<file path="src/rtl/burst_pattern_gen_pkg.sv">
package burst_pattern_gen_pkg;

  typedef enum logic [1:0] {
    MODE_SQUARE = 2'b00,
    MODE_PRBS7  = 2'b01,
    MODE_ONES   = 2'b10,
    MODE_ZEROS  = 2'b11
  } mode_e;

  typedef enum logic [1:0] {
    S_IDLE,
    S_ARM,
    S_SEND,
    S_DONE
  } state_e;

  // x^7 + x^6 + 1, shifting toward bit 0
  localparam int unsigned PRBS7_TAP_HI = 6;
  localparam int unsigned PRBS7_TAP_LO = 0;

  function automatic logic [6:0] prbs7_step(input logic [6:0] s);
    return {s[PRBS7_TAP_HI] ^ s[PRBS7_TAP_LO], s[6:1]};
  endfunction

  function automatic logic pattern_bit(input mode_e m, input logic sq, input logic prbs);
    logic b;
    b = 1'b0;
    case (m)
      MODE_SQUARE: b = sq;
      MODE_PRBS7:  b = prbs;
      MODE_ONES:   b = 1'b1;
      default:     b = 1'b0;
    endcase
    return b;
  endfunction

endpackage

</file>
<file path="src/rtl/burst_pattern_gen_prbs7.sv">
module prbs7_lfsr
  import burst_pattern_gen_pkg::*;
(
  input  logic       clk,
  input  logic       rst,
  input  logic       load,
  input  logic [6:0] seed,
  input  logic       adv,
  output logic       bit_out
);

  logic [6:0] state;

  always_ff @(posedge clk or posedge rst) begin
    if (rst) begin
      state <= '0;
    end else if (load) begin
      state <= seed;
    end else if (adv) begin
      state <= prbs7_step(state);
    end
  end

  assign bit_out = state[0];

endmodule

</file>
<file path="src/rtl/burst_pattern_gen.sv">
module burst_pattern_gen
  import burst_pattern_gen_pkg::*;
#(
  parameter  int unsigned CHANNELS  = 2,
  parameter  int unsigned BURST_LEN = 1000,
  parameter  int unsigned DIV       = 2,
  parameter  logic [6:0]  SEED      = 7'h01,
  localparam int unsigned CNT_W     = $clog2(BURST_LEN + 1)
) (
  input  logic                clk,
  input  logic                rst,
  input  logic                start,
  input  logic                run,
  input  logic                abort,
  input  logic [1:0]          mode,
  input  logic [CHANNELS-1:0] ch_en,
  output logic                enable,
  output logic                busy,
  output logic                done,
  output logic [CHANNELS-1:0] tx,
  output logic [CHANNELS-1:0] ref_bits,
  output logic [CNT_W-1:0]    bit_cnt
);

  localparam int unsigned       DIV_W    = $clog2(DIV + 1);
  localparam logic [CNT_W-1:0]  LAST_BIT = CNT_W'(BURST_LEN - 1);
  localparam logic [DIV_W-1:0]  DIV_LAST = DIV_W'(DIV - 1);

  if (SEED == 7'd0) begin : g_bad_seed
    $error("burst_pattern_gen: SEED must be nonzero");
  end

  state_e              state;
  mode_e               mode_l;
  logic [CHANNELS-1:0] ch_en_l;
  logic [DIV_W-1:0]    div_cnt;
  logic                sq;
  logic                prbs_bit;
  logic                bit_stb;
  logic                lfsr_load;
  logic                lfsr_adv;

  assign bit_stb   = (div_cnt == DIV_LAST);
  assign lfsr_load = (state == S_ARM);
  assign lfsr_adv  = (state == S_SEND) && bit_stb && !abort;
  assign busy      = (state != S_IDLE);
  assign ref_bits  = tx;

  // LFSR runs one bit ahead of the wire so tx can be registered:
  // bit 0 comes straight from SEED, the LFSR is loaded with the next state.
  prbs7_lfsr u_lfsr (
    .clk     (clk),
    .rst     (rst),
    .load    (lfsr_load),
    .seed    (prbs7_step(SEED)),
    .adv     (lfsr_adv),
    .bit_out (prbs_bit)
  );

  always_ff @(posedge clk or posedge rst) begin
    if (rst) begin
      state   <= S_IDLE;
      mode_l  <= MODE_SQUARE;
      ch_en_l <= '0;
      div_cnt <= '0;
      bit_cnt <= '0;
      sq      <= 1'b0;
      enable  <= 1'b0;
      done    <= 1'b0;
      tx      <= '0;
    end else begin
      case (state)
        S_IDLE: begin
          done    <= 1'b0;
          enable  <= 1'b0;
          tx      <= '0;
          bit_cnt <= '0;
          div_cnt <= '0;
          if ((start || run) && !abort) begin
            state <= S_ARM;
          end
        end
        S_ARM: begin
          if (abort) begin
            state <= S_IDLE;
          end else begin
            mode_l  <= mode_e'(mode);
            ch_en_l <= ch_en;
            div_cnt <= '0;
            bit_cnt <= '0;
            sq      <= 1'b1;
            enable  <= 1'b1;
            tx      <= {CHANNELS{pattern_bit(mode_e'(mode), 1'b1, SEED[0])}} & ch_en;
            state   <= S_SEND;
          end
        end
        S_SEND: begin
          if (abort) begin
            state   <= S_IDLE;
            enable  <= 1'b0;
            tx      <= '0;
            bit_cnt <= '0;
          end else if (bit_stb) begin
            div_cnt <= '0;
            if (bit_cnt == LAST_BIT) begin
              state  <= S_DONE;
              done   <= 1'b1;
              enable <= 1'b0;
              tx     <= '0;
            end else begin
              bit_cnt <= bit_cnt + CNT_W'(1);
              sq      <= ~sq;
              tx      <= {CHANNELS{pattern_bit(mode_l, ~sq, prbs_bit)}} & ch_en_l;
            end
          end else begin
            div_cnt <= div_cnt + DIV_W'(1);
          end
        end
        S_DONE: begin
          done    <= 1'b0;
          bit_cnt <= '0;
          if (abort) begin
            state <= S_IDLE;
          end else if (run) begin
            state <= S_ARM;
          end else begin
            state <= S_IDLE;
          end
        end
        default: state <= S_IDLE;
      endcase
    end
  end

endmodule

</file>
<file path="config.mk">
export PLATFORM = sky130hd
export DESIGN_NAME = burst_pattern_gen
export DESIGN_NICKNAME = d
export VERILOG_FILES = /design/src/rtl/burst_pattern_gen_pkg.sv /design/src/rtl/burst_pattern_gen_prbs7.sv /design/src/rtl/burst_pattern_gen.sv
export SDC_FILE = /design/constraint.sdc
export NUM_CORES = 1
export LEC_CHECK = 0
export BUFFER_PORTS_ARGS = -buffer_cell sky130_fd_sc_hd__buf_2
export CAP_MARGIN = 20
export CORE_MARGIN = 2
export CORE_UTILIZATION = 60
export DETAILED_ROUTE_END_ITERATION = 8
export GPL_ROUTABILITY_DRIVEN = 0
export HOLD_SLACK_MARGIN = 0.05
export PLACE_DENSITY = 0.81
export SYNTH_ARGS = -nofsm -noshare
export SYNTH_HDL_FRONTEND = slang
export SYNTH_SLANG_ARGS = --single-unit
</file>
<file path="constraint.sdc">
create_clock -name clk -period 3.99 [get_ports clk]
set_input_delay 0 -clock clk [delete_from_list [all_inputs] [get_ports clk]]
set_output_delay 0 -clock clk [all_outputs]
set_load 0.03 [all_outputs]
</file>
==> impl_metrics.ini <==
[layout]
final_cell_mix = dfrtp_1 (30), buf_2 (25), nand2_1 (20)
final_nets = 215
syn_to_final_growth_pct = 18.07
layout-drive-gt1-share_pct = 20.79
final_common_cell = dfrtp_1
layout.cells.non_filler = 233
diodes = 0

[grt]
globalRouteOverflowTotal = 0
grt_max_degree = 31
grt_pass1_wl_um = 5982
grt_pass1_vias = 1331
antenna_found_initial = 0
grt_util_all_layers_pct = 24.36

[yosys]
synth_cell_types = 47
synth-edff-count = 0
ys_seq_area_share_pct = 45.18
synth_fp_nets = 184
syn_area_um2 = 1662
synth-main-ff-cell = dfrtp_1
async_reset_ff_share_pct = 100.0
ys_ff_latch = 30
netlist_instances = 170
ys_warn_count = 0
synth_area_per_cell_um2 = 9.774

[clock_tree]
cts_buffer_depth = 2
post_cts_buffers = 0
cts_num_sinks = 30
clk_latency_ns = 0.33
cts_buffers = 5
cts_tree = yes
htreeDepth = 2
clk_pin_slew_worst_paths_ns = 0.11
root_buffer = clkbuf_4

[die]
die_y_um = 56.63
core_area_um2 = 2686
row_count = 19
dieArea_um2 = 3206
start_util_pct = 61.85
ioPinCount = 26
die_w_um = 56.63

[place]
hpwl_um = 2486
post-place-cells = 219
io_buffer_count = 25

[critical_path]
path_class = reg2reg
crit_path_end_kind = register
crit_slowest_cell = o21ai_1
reg2reg_to = bit_cnt[1]$_DFFE_PP0P_
path_delay_family = compound AO/OA/AOI/OAI gates
reg2reg_from = state[0]$_DFFE_PP0P_
worst_ep_arrival_time_ns = 2.48
rrSetupSlack_ns = 1.76
cp_max_fo = 8
r2r_cells = 6
path_cells = inv_1, ha_1, or2b_1, o21ai_1, a21o_1, mux2i_1
cp-start-kind = register
critPathRequiredTime_ns = 4.24
critPathMaxStageDelay_ns = 0.52
critPathBufInv = 1

[min_path]
hold_path_depth = 4
hold_start = run
holdPathEnd = state[0]$_DFFE_PP0P_
min_path_type = in2reg

[pwr]
p_leak_nw = 0.9445
powerDensity_nw_per_um2 = 583.4
irDropWorstVdd_uv = 492.1

[route]
route.detailed.drc = 0
via_per_inst = 6.060
ant_nets = 0
wl_per_cell_um = 14.98
drtPass1Iterations = 4
num_vias = 1412
dr.first_iter.drc_count = 72
wl_um = 3490

[timing]
fmax_mhz = 448.3
final.period_utilization_pct = 55.90
finalSetupViolCount = 0
rsz0062_at_grt = no
hold_viol_final = 0
max_slew_margin_pct = 45.13
finalMaxSlewViolations = 0
min_period_ns = 2.230
worst_slew_pin_slew_ns = 0.8002
fin_setup_tns_ns = 0
fin_skew_ns = 0.01623

[status]
outcome = finished, final reports clean

[job]
maxCapViolations = 0
kinds of logic (layout without fill, tap and decap cells):
group | Yosys count | in the layout | synth area share [%]
flip-flops | 30 | 30 | 45.18
multiplexers | 4 | 4 | 2.560
buffers and inverters | 16 | 48 | 5.196
adder cells (fa/ha/maj) | 5 | 5 | 3.765
AND/OR/NAND/NOR | 62 | 62 | 19.73
XOR/XNOR | 2 | 2 | 1.054
AO/OA/AOI/OAI | 51 | 51 | 22.52
per-stage QoR:
stage / power [mW] / util, % / cell area [um^2] / hold WS (ns) / worst slack [ns]
after global placement: 0.7975 / 66.00 / 1773 / 0.2266 / 1.887
after global routing: 1.212 / 73.03 / 1962 / 0.1428 / 1.600
after CTS: 1.152 / 72.01 / 1934 / 0.07234 / 1.771
after floorplan: 0.7385 / - / 1662 / 0.09081 / 1.995
final: 1.145 / 73.03 / 1962 / 0.1053 / 1.760
after detailed placement: 0.8187 / 66.00 / 1773 / 0.2441 / 1.796
state kept, by name (all words and copies together) (netlist names):
register      count
bit_cnt          10
ch_en_l           2
div_cnt           2
done              1
enable            1
mode_l            2
ref_bits          2
sq                1
state             2
u_lfsr.state      7
synth_stat cells (2+ instances only):
master    instances  area share, %
nor2_1            9            2.0
buf_4             3            1.4
o21ai_0           9            2.7
buf_6             2            1.4
ha_1              5            3.8
nand3_1           5            1.5
xnor2_1           2            1.1
nand4_1           2           0.75
inv_1             9            2.0
a21oi_1          14            4.2
dfrtp_1          30             45
o21a_1            3            1.4
a211o_1           3            1.6
a41oi_1           2            1.1
o41ai_1           2            1.1
or3_1             2           0.75
mux2i_1           2            1.2
nor2b_1           6            2.3
clkbuf_1          2           0.45
nand2_1          20            4.5
and2_1            2           0.75
a21o_1            3            1.4
o22ai_2           2            1.5
nor4_1            2           0.75
nand2b_1          2           0.75
mux2_2            2            1.4
nor3_1            3           0.90
o22a_1            2            1.1
o21bai_1          2           0.90
worst max path at each step:
stage,cells past startpoint,start,end,slack [ns]
CTS,6,state[0]$_DFFE_PP0P_,bit_cnt[1]$_DFFE_PP0P_,1.77
floorplan,8,state[0]$_DFFE_PP0P_,ref_bits[0]$_DFFE_PP0P_,1.99
detailed placement,6,state[1]$_DFFE_PP0P_,ref_bits[0]$_DFFE_PP0P_,1.80
global placement,6,state[1]$_DFFE_PP0P_,ref_bits[0]$_DFFE_PP0P_,1.89
global route,6,state[0]$_DFFE_PP0P_,bit_cnt[1]$_DFFE_PP0P_,1.60
finish,6,state[0]$_DFFE_PP0P_,bit_cnt[1]$_DFFE_PP0P_,1.76
power by group:
| group | switching (mW) | leakage, nW | internal, mW |
|---|---|---|---|
| combinational | 0.282 | 0.491 | 0.164 |
| sequential | 0.0286 | 0.395 | 0.351 |
| clock | 0.107 | 0.0585 | 0.212 |
layout make-up:
cell class | instances | area, um^2
Multi-Input combinational cell | 124 | 824.5
Clock buffer | 6 | 51.30
Clock inverter | 2 | 60.06
Sequential cell | 30 | 750.7
Tap cell | 31 | 38.79
Timing Repair Buffer | 31 | 202.7
Inverter | 9 | 33.78
Fill cell | 185 | 724.4
layer usage:
layer / GRT usage, % / wire, um / share of wire [%] / vias to the layer above
li1: - / - / - / 677
met1: 31.76 / 1559 / 45 / 697
met2: 38.70 / 1754 / 50 / 34
met3: 4.839 / 135 / 3.9 / 4
met4: 11.90 / 40 / 1.1 / 0
met5: 0 / 0 / 0 / -
what timing repair did:
item | 4_1_cts | 5_1_grt
hold buffers | 5 | 0
endpoints found under the hold margin | 36 | 0
resized for setup | 0 | 0
worst register-to-register path: cells and delay by family, from the launching register on:
family / cells / cell delay [ns]
fa+ha+maj: 1 / 0.31
flops: 1 / 0.43
compound gates: 2 / 0.76
simple gates: 1 / 0.36
mux: 1 / 0.20
buf+inv: 1 / 0.10
Note: power is estimated with default switching activity, not from simulation.
